$ cat config.mk
export PLATFORM = sky130hd
export DESIGN_NAME = snake_body_engine
export DESIGN_NICKNAME = d
export VERILOG_FILES = /design/src/rtl/snake_pkg.sv /design/src/rtl/snake_cell_match.sv /design/src/rtl/snake_body_engine.sv
export SDC_FILE = /design/constraint.sdc
export NUM_CORES = 2
export LEC_CHECK = 0
export CORE_MARGIN = 5
export CORE_UTILIZATION = 40
export DETAILED_ROUTE_END_ITERATION = 6
export GPL_ROUTABILITY_DRIVEN = 0
export MAX_ROUTING_LAYER = met4
export PLACE_DENSITY = 0.58
export SYNTH_ARGS = -nofsm -noshare
export SYNTH_HDL_FRONTEND = slang
export SYNTH_SLANG_ARGS = --single-unit
$ cat constraint.sdc
create_clock -name clk -period 5.8 [get_ports clk]
set_clock_uncertainty 0.2 [all_clocks]
set_input_delay 1.16 -clock clk [delete_from_list [all_inputs] [get_ports clk]]
set_output_delay 1.16 -clock clk [all_outputs]
set_load 0.02 [all_outputs]
$ cat src/rtl/snake_pkg.sv
// Shared encodings, colours and helpers for the snake engine and its cell comparator.
package snake_pkg;

  typedef enum logic [2:0] {
    DIR_IDLE  = 3'd0,
    DIR_UP    = 3'd1,
    DIR_DOWN  = 3'd2,
    DIR_LEFT  = 3'd3,
    DIR_RIGHT = 3'd4
  } dir_e;

  typedef enum logic [1:0] {
    ST_IDLE = 2'd0,
    ST_MOVE = 2'd1,
    ST_SCAN = 2'd2,
    ST_DONE = 2'd3
  } state_e;

  localparam logic [1:0] GS_PLAY      = 2'b01;
  localparam logic [1:0] GS_GAME_OVER = 2'b11;

  localparam logic [2:0] RGB_HEAD_DEFAULT = 3'b110;
  localparam logic [2:0] RGB_BODY_DEFAULT = 3'b010;
  localparam logic [2:0] RGB_OFF          = 3'b000;

  // Reverse of a heading; non-moving codes map to IDLE.
  function automatic logic [2:0] opposite(input logic [2:0] dir);
    logic [2:0] opp;
    case (dir)
      DIR_UP:    opp = DIR_DOWN;
      DIR_DOWN:  opp = DIR_UP;
      DIR_LEFT:  opp = DIR_RIGHT;
      DIR_RIGHT: opp = DIR_LEFT;
      default:   opp = DIR_IDLE;
    endcase
    return opp;
  endfunction

endpackage

$ cat src/rtl/snake_cell_match.sv
// One cell of the snake: tests whether the current pixel lies inside the cell
// and whether the cell sits on the same grid position as a reference cell.
module snake_cell_match #(
  parameter int unsigned SIZE = 5,
  parameter int unsigned BIT  = 10
) (
  input  logic [BIT-1:0] cell_x,
  input  logic [BIT-1:0] cell_y,
  input  logic [BIT-1:0] x_pos,
  input  logic [BIT-1:0] y_pos,
  input  logic [BIT-1:0] ref_x,
  input  logic [BIT-1:0] ref_y,
  output logic           pixel_in_c,
  output logic           cell_eq_c
);

  localparam int unsigned EW = BIT + 1;

  logic [EW-1:0] x_end;
  logic [EW-1:0] y_end;

  // Extra bit on the far edge so cells touching the top of the range do not wrap.
  always_comb begin
    x_end      = EW'(cell_x) + EW'(SIZE);
    y_end      = EW'(cell_y) + EW'(SIZE);
    pixel_in_c = (x_pos >= cell_x) && (EW'(x_pos) < x_end) &&
                 (y_pos >= cell_y) && (EW'(y_pos) < y_end);
    cell_eq_c  = (cell_x == ref_x) && (cell_y == ref_y);
  end

endmodule

$ cat src/rtl/snake_body_engine.sv
// Snake head plus MAX_LEN body segments: stepping, growth, reversal rejection,
// wall/self collision via a sequential body scan, and per-pixel rendering.
module snake_body_engine
  import snake_pkg::*;
#(
  parameter int unsigned SIZE      = 5,
  parameter int unsigned BIT       = 10,
  parameter int unsigned MAX_LEN   = 16,
  parameter int unsigned START_LEN = 2,
  parameter int unsigned X_START   = 320,
  parameter int unsigned Y_START   = 240,
  parameter int unsigned H_RES     = 640,
  parameter int unsigned V_RES     = 480,
  parameter bit          WRAP      = 1'b0,
  parameter logic [2:0]  HEAD_RGB  = RGB_HEAD_DEFAULT,
  parameter logic [2:0]  BODY_RGB  = RGB_BODY_DEFAULT
) (
  input  logic                           clk,
  input  logic                           reset,
  input  logic                           update,
  input  logic [2:0]                     direction,
  input  logic [1:0]                     game_state,
  input  logic                           grow,
  input  logic [BIT-1:0]                 x_pos,
  input  logic [BIT-1:0]                 y_pos,
  output logic                           snake_head_active,
  output logic                           snake_body_active,
  output logic [2:0]                     rgb,
  output logic [$clog2(MAX_LEN+1)-1:0]   length,
  output logic                           self_hit,
  output logic                           wall_hit,
  output logic                           step_done
);

  localparam int unsigned LW    = $clog2(MAX_LEN + 1);
  localparam int unsigned NSEG  = MAX_LEN + 1;
  localparam logic [BIT-1:0] STEP  = BIT'(SIZE);
  localparam logic [BIT-1:0] X_MAX = BIT'(H_RES - SIZE);
  localparam logic [BIT-1:0] Y_MAX = BIT'(V_RES - SIZE);

  // Index 0 is the head, 1..MAX_LEN are body[0..MAX_LEN-1].
  logic [BIT-1:0] seg_x [NSEG];
  logic [BIT-1:0] seg_y [NSEG];

  state_e         state;
  state_e         state_nxt;
  logic [2:0]     heading;
  logic [2:0]     heading_nxt;
  logic [2:0]     new_heading;
  logic           grow_pending;
  logic [LW-1:0]  idx;
  logic [LW-1:0]  idx_nxt;
  logic [LW-1:0]  scan_sel;
  logic           game_over;
  logic           dir_ok;
  logic [BIT-1:0] nx;
  logic [BIT-1:0] ny;
  logic [BIT-1:0] move_x;
  logic [BIT-1:0] move_y;
  logic           oor;
  logic           do_shift;
  logic           do_wall;
  logic           scan_hit;
  logic           step_nxt;
  logic [NSEG-1:0] in_cell;
  logic [NSEG-1:0] eq_head;
  logic [NSEG-1:0] seg_valid;

  assign game_over = (game_state == GS_GAME_OVER);
  assign scan_sel  = idx + LW'(1);

  // Candidate heading and next head position, with optional toroidal wrap.
  always_comb begin
    dir_ok = (direction == DIR_UP) || (direction == DIR_DOWN) ||
             (direction == DIR_LEFT) || (direction == DIR_RIGHT);
    new_heading = (dir_ok && (direction != opposite(heading))) ? direction : heading;
    nx = seg_x[0];
    ny = seg_y[0];
    case (new_heading)
      DIR_UP:    ny = seg_y[0] - STEP;
      DIR_DOWN:  ny = seg_y[0] + STEP;
      DIR_LEFT:  nx = seg_x[0] - STEP;
      DIR_RIGHT: nx = seg_x[0] + STEP;
      default:   ;
    endcase
    oor    = (nx > X_MAX) || (ny > Y_MAX);
    move_x = nx;
    move_y = ny;
    if (nx > X_MAX) move_x = (new_heading == DIR_LEFT) ? X_MAX : '0;
    if (ny > Y_MAX) move_y = (new_heading == DIR_UP)   ? Y_MAX : '0;
  end

  always_ff @(posedge clk or negedge reset) begin
    if (!reset) state <= ST_IDLE;
    else        state <= state_nxt;
  end

  always_comb begin
    state_nxt   = state;
    heading_nxt = heading;
    idx_nxt     = idx;
    do_shift    = 1'b0;
    do_wall     = 1'b0;
    scan_hit    = 1'b0;
    step_nxt    = 1'b0;
    case (state)
      ST_IDLE: begin
        if (update && (game_state == GS_PLAY) && !self_hit && !wall_hit)
          state_nxt = ST_MOVE;
      end
      ST_MOVE: begin
        heading_nxt = new_heading;
        if (oor && !WRAP) begin
          do_wall   = 1'b1;
          step_nxt  = 1'b1;
          state_nxt = ST_DONE;
        end else begin
          do_shift  = 1'b1;
          idx_nxt   = '0;
          state_nxt = ST_SCAN;
        end
      end
      ST_SCAN: begin
        scan_hit = eq_head[scan_sel];
        idx_nxt  = idx + LW'(1);
        if (idx == length - LW'(1)) begin
          step_nxt  = 1'b1;
          state_nxt = ST_DONE;
        end
      end
      ST_DONE: state_nxt = ST_IDLE;
      default: state_nxt = ST_IDLE;
    endcase
    if (game_over) begin
      state_nxt = ST_IDLE;
      step_nxt  = 1'b0;
    end
  end

  // Segment registers, growth, sticky flags; GAME_OVER reloads the start layout.
  always_ff @(posedge clk or negedge reset) begin
    if (!reset) begin
      for (int unsigned i = 0; i < NSEG; i++) begin
        seg_x[i] <= BIT'(X_START - i * SIZE);
        seg_y[i] <= BIT'(Y_START);
      end
      heading      <= DIR_RIGHT;
      length       <= LW'(START_LEN);
      grow_pending <= 1'b0;
      self_hit     <= 1'b0;
      wall_hit     <= 1'b0;
      step_done    <= 1'b0;
      idx          <= '0;
    end else if (game_over) begin
      for (int unsigned i = 0; i < NSEG; i++) begin
        seg_x[i] <= BIT'(X_START - i * SIZE);
        seg_y[i] <= BIT'(Y_START);
      end
      heading      <= DIR_RIGHT;
      length       <= LW'(START_LEN);
      grow_pending <= 1'b0;
      self_hit     <= 1'b0;
      wall_hit     <= 1'b0;
      step_done    <= 1'b0;
      idx          <= '0;
    end else begin
      heading      <= heading_nxt;
      idx          <= idx_nxt;
      grow_pending <= grow | (grow_pending & ~do_shift);
      self_hit     <= self_hit | scan_hit;
      wall_hit     <= wall_hit | do_wall;
      step_done    <= step_nxt;
      if (do_shift) begin
        seg_x[0] <= move_x;
        seg_y[0] <= move_y;
        for (int unsigned i = 1; i < NSEG; i++) begin
          seg_x[i] <= seg_x[i-1];
          seg_y[i] <= seg_y[i-1];
        end
        if (grow_pending && (length < LW'(MAX_LEN)))
          length <= length + LW'(1);
      end
    end
  end

  for (genvar g = 0; g < NSEG; g++) begin : g_cell
    snake_cell_match #(
      .SIZE (SIZE),
      .BIT  (BIT)
    ) u_match (
      .cell_x     (seg_x[g]),
      .cell_y     (seg_y[g]),
      .x_pos      (x_pos),
      .y_pos      (y_pos),
      .ref_x      (seg_x[0]),
      .ref_y      (seg_y[0]),
      .pixel_in_c (in_cell[g]),
      .cell_eq_c  (eq_head[g])
    );
  end

  // Only the first `length` body segments render.
  always_comb begin
    seg_valid = '0;
    for (int unsigned i = 1; i < NSEG; i++)
      seg_valid[i] = (LW'(i) <= length);
    snake_head_active = in_cell[0];
    snake_body_active = |(in_cell & seg_valid);
    if (snake_head_active)      rgb = HEAD_RGB;
    else if (snake_body_active) rgb = BODY_RGB;
    else                        rgb = RGB_OFF;
  end

endmodule

# Word level (Yosys, flattened, before mapping)
# Index checks and enable logic that the tools add are counted.
# totals
out_inout_bits	13
ff_bits	359
wordCells	358
input_bits	29
# classes
addsub	41
n_lt_le_gt_ge	88
n_reduce_logical	87
mux	40
n_bitwise	6
eq_ne	54
# op_table
operator	n
$mux 170	4
$add 10x3->11 const B	34
$lt 10x11->1	34
$ge 10x10->1	34
$eq 10x10->1	32
$logic_and 1x1->1	72
$le 4x5->1 const A	8
$pmux 10 s2	2
$mux 10	3
$mux 5	5
$add 10x3->10 const B	2
$le 3x5->1 const A	4
$sub 10x3->10 const B	2
$eq 3x2->1 const B	6
$and 17x17->17	1
$reduce_or 17->1	1
$mux 1	12
$mux 3	4
$pmux 3 s4	1
$add 5x1->5 const B	2
$gt 10x10->1 const B	1
$gt 10x9->1 const B	1
$le 2x5->1 const A	2
$pmux 5 s2	1
26 further kinds	48

# Depth between registers and ports, before layout
# logic_depth
depth_word	16
ltp_mapped	20
mapped_depth_nobuf	16

# Hierarchy
# A second synthesis with hierarchy kept.
# unflattened
cells_unflattened	4979
area_unflattened_um2	41109.4
# by_module_without_submodules
mod	cells_each	seq_area_each_um2	area_per_inst_um2	n_inst
snake_body_engine	1849	9163.8	16507.1	1
snake_cell_match (g_cell[11].u_match ...)	184	0.0	1436.4	11
snake_cell_match (g_cell[0].u_match ...)	185	0.0	1473.9	5
snake_cell_match (g_cell[3].u_match)	181	0.0	1432.6	1

# Least setup slack after synthesis
# OpenSTA, ideal clock, no wires.
# synth_timing
path_type	in2out
from	input x_pos[0]
to	output rgb[1]
path_buffers	0
required_time_ns	4.440
arrival_ns	3.720
cell_stages	11
setup_slack_ns	0.720
path_cell_list	inv_1 ha_1 nand2_1 a21o_1 a21oi_1 o21ai_0 a2111o_1 a221oi_1 a21oi_1 a311oi_1 nand4_1
# synth_between
elab_chain_cells	8
word_cells_on_any_way	89
cone_classes	order compare (34); mux (2); bitwise (1); reduce/logical (52)
# synth_rtl
item	line	text
start, declared	snake_body_engine.sv:24	input logic [BIT-1:0] x_pos,
$lt 10x11->1 or $ge 10x10->1 (tied branches)	snake_cell_match.sv:26	pixel_in_c = (x_pos >= cell_x) && (EW'(x_pos) < x_end) &&
$logic_and 1x1->1 (2 in a row)	snake_cell_match.sv:26	
$logic_and 1x1->1	snake_cell_match.sv:27	(y_pos >= cell_y) && (EW'(y_pos) < y_end);
$and 17x17->17	snake_body_engine.sv:208	snake_body_active = |(in_cell & seg_valid);
$reduce_or 17->1	snake_body_engine.sv:208	
$mux 2	snake_body_engine.sv:210	else if (snake_body_active) rgb = BODY_RGB;
$mux 3 *	snake_body_engine.sv:209	if (snake_head_active) rgb = HEAD_RGB;
end, declared	snake_body_engine.sv:28	output logic [2:0] rgb,
# Every way passes the cells marked *; elsewhere a longest branch is shown, timed or not.

# Worst setup path in the final report
# layout_timing
from	input x_pos[1]
to	output rgb[1]
# Same word-level chain as after synthesis.

==> out/results.tsv <==
metric	value	unit
row cnt	115	
maximum vdd ir drop	0.0003580	V
dpl ws	-1.082	ns
DP HPWL	109000	µm
initial antenna violation count	1	
synth unique cells	90	
synthesized area	39630	µm²
Num CTS Buffers	48	
Finished Cell Area	45600	µm²
Pint	10.52	mW
Worst Path Required	4.44	ns
Starting Density	40.27	%
DR WL/cell	22.77	µm
power share of the sequential group	23.3	%
Critical R2R Capture	seg_y[72]$_DFFE_PN0P_	
die height	324.8	µm
IO buf count	40	
Final Hold Viols	0	
r2r setup slk	0.69	ns
CP Capture Type	primary output	
ANT cells	0	
crit path time final	5.721	ns
DR iter-0 viols	3023	
CTS sink cnt	359	
Worst-path clk slew	0.05	ns
clk buf depth	3	
drt pass-1 iters	5	
Worst path max stage delay	0.53	ns
LEAKAGE	20.40	nW
H-tree levels	2	
hold endpoint	seg_y[37]$_DFFE_PN1P_	
DR vias	35880	
grt total ovfl	0	
final WL	141600	µm
io pins	42	
die area	105500	µm²
DP Area	43530	µm²
R2R cell count	21	
Main synth FF type	dfrtp_1	
global-route wire length before repair	214800	µm
Avg Inst Size Synth	8.418	µm²
ys async rst share	100.0	%
clock share of power	15.9	%
GR Util All Layers	26.72	%
period utilization	98.63	%
Area Growth Syn to Fin	15.05	%
Max-Cap Viols	0	
fmax	174.8	MHz
Residual DRC	0	
TritonCTS clock tree	done	
Sw Pwr	9.739	mW
Final Max Slew Viols	0	
PD cells	444.3	nW/µm²
CP Data Arrival Time	4.36	ns
Post-Synthesis Cells	4708	
most frequent cells in the layout	737 x ha_1, 620 x nand2_1, 406 x xnor2_1, 395 x inv_1, 352 x a21oi_1	
endpoints failing setup	0	
Net Count, Synth	5481	
Hold Path Stages	2	
FF-to-FF Start	heading[2]$_DFFE_PN1P_	
commonest non-fill, non-tap cell in the layout	ha_1	
Switching Fraction	48.07	%
antenna-violating nets left	0	
share of total power in combinational logic	60.9	%
Vias/cell	5.769	
pin count of the biggest net entering global routing	109	
Rel. slew slack	25.28	%
Seq/Total Area, Yosys	23.12	%
root buf cell	clkbuf_16	
CP max-delay cell	nor4bb_4	
CP most frequent cell	buf_4	
area occupied by registers	9164	µm²
number of global-route vias before repair	35020	
area occupied by multi-input gates	28110	µm²
nets	5668	
Die X	324.8	µm
#FFs+latches synth	359	
CP Class	primary input to primary output	
worst skew pair latency	0.63	ns
Worst Tran Pin Value	1.121	ns
layout cell share with drive strength beyond 1	13.61	%
hold wc startpoint	seg_y[37]$_DFFE_PN1P_	
filler cell count	9735	
crit-path cells	buf_2 > buf_4 > ha_1 > a21boi_0 > o21ai_1 > a21oi_2 > nor4_4 > nor3_1 > o311ai_1 > buf_4 > o311ai_2 > nor4bb_4 > buf_4 > nand4_1 > buf_4	
Final Worst Setup Slack	0.07923	ns
status	finished, final reports clean	
Post-synth EDFFs	0	
floorplan core area	98420	µm²
Hold WC Path Type	register to register	
Setup crit start kind	primary input	
worst-path fanout max	18	
yosys warns	0	
[registers in the layout, indices dropped and copies added (netlist names)]
name          flops
state             2
length            5
wall_hit          1
idx               5
step_done         1
self_hit          1
grow_pending      1
seg_y           170
seg_x           170
heading           3
[worst max-delay path by stage]
stage / from / end / slack (ns) / cells past startpoint
final: x_pos[1] / rgb[1] / 0.08 / 15
after global routing: seg_x[30]$_DFFE_PN1P_ / rgb[1] / -0.07 / 17
after CTS: x_pos[0] / rgb[1] / 0.005 / 16
after detailed placement: x_pos[0] / rgb[1] / -1.08 / 15
after global placement: x_pos[0] / rgb[1] / -1.11 / 15
after floorplan: x_pos[0] / rgb[1] / 0.72 / 11
[cells in the mapped netlist (19+ instances only)]
master | n | area, µm²
nand3_1 | 97 | 485.5
inv_1 | 398 | 1494
nor3_1 | 105 | 525.5
a21boi_0 | 20 | 150.1
ha_1 | 742 | 9284
a31oi_1 | 19 | 118.9
nor4_1 | 65 | 406.6
dfrtp_1 | 215 | 5380
dfstp_2 | 144 | 3784
o21ai_0 | 166 | 830.8
xnor2_1 | 406 | 3556
xor2_1 | 209 | 1831
nor2b_1 | 44 | 275.3
o2111ai_1 | 55 | 481.7
nand4_1 | 59 | 369.1
clkbuf_1 | 150 | 563.0
o211ai_1 | 186 | 1396
a211oi_1 | 32 | 240.2
o21a_1 | 80 | 600.6
o22ai_1 | 20 | 125.1
nand2b_1 | 27 | 168.9
buf_2 | 63 | 315.3
a21oi_1 | 356 | 1782
a21o_1 | 52 | 390.4
nor2_1 | 102 | 382.9
nand2_1 | 621 | 2331
a2111oi_0 | 32 | 280.3
[layout make-up]
type	instances	area share [%]
multi-input cells	3698	61.65
clock buffers	77	3.183
clock inverters	10	0.3842
flip-flops and latches	359	20.10
inverters	398	3.293
well taps	1287	3.531
repair buffers	390	7.859
[cell families after synthesis]
kind of cell    synth area share [%]
compound gates                 18.97
xor+xnor                       13.63
fa+ha+maj                      23.53
buf+inv                        6.724
flops                          23.12
mux                           0.4799
other cells                 0.009462
simple gates                   13.54
[power by group through the flow]
stage                     Combinational (mW)  Clock, mW  Sequential (mW)
final                                   12.3       3.21             4.71
after floorplan                         8.31          0             4.07
after CTS                               12.1       3.27             4.69
after global routing                    13.6       3.36             4.82
after global placement                  11.8          0             4.72
after detailed placement                12.0          0             4.71
[critical path, delay by kind of cell]
kind / cells / cell delay, ns
buffers and inverters: 5 / 1.18
AO/OA/AOI/OAI: 5 / 0.62
AND/OR/NAND/NOR: 4 / 1.08
adder cells (fa/ha/maj): 1 / 0.28
[metrics by stage]
stage	cells	util [%]	TNS, ns	total power [mW]	hold WS (ns)
after detailed placement	6116	44.23	-46.05	16.72	0.3120
final	6219	46.33	0	20.26	0.3168
after global routing	6219	46.33	-0.09577	21.77	0.3294
after floorplan	4708	-	0	12.38	0.2932
after CTS	6207	46.07	0	20.08	0.3193
after global placement	6116	44.23	-34.33	16.52	0.3111
[timing repair]
| action | in CTS | in global routing |
|---|---|---|
| gates resized for setup | 41 | 48 |
| endpoints found under the setup margin | 4 | 4 |
| setup buffers | 3 | 12 |
| pin swaps | 12 | 23 |
| gates cloned | 1 | 0 |
| hold buffers | 0 | 0 |
[routing by layer]
metal  up-vias  share of wire (%)  track usage, %
li1      17040                  -               -
met1     17470                 45           36.40
met2      1120                 44           41.06
met3       245                6.1           3.079
met4         0                4.3           9.874
met5         -                  0               -
Note: power is estimated with default switching activity, not from simulation.
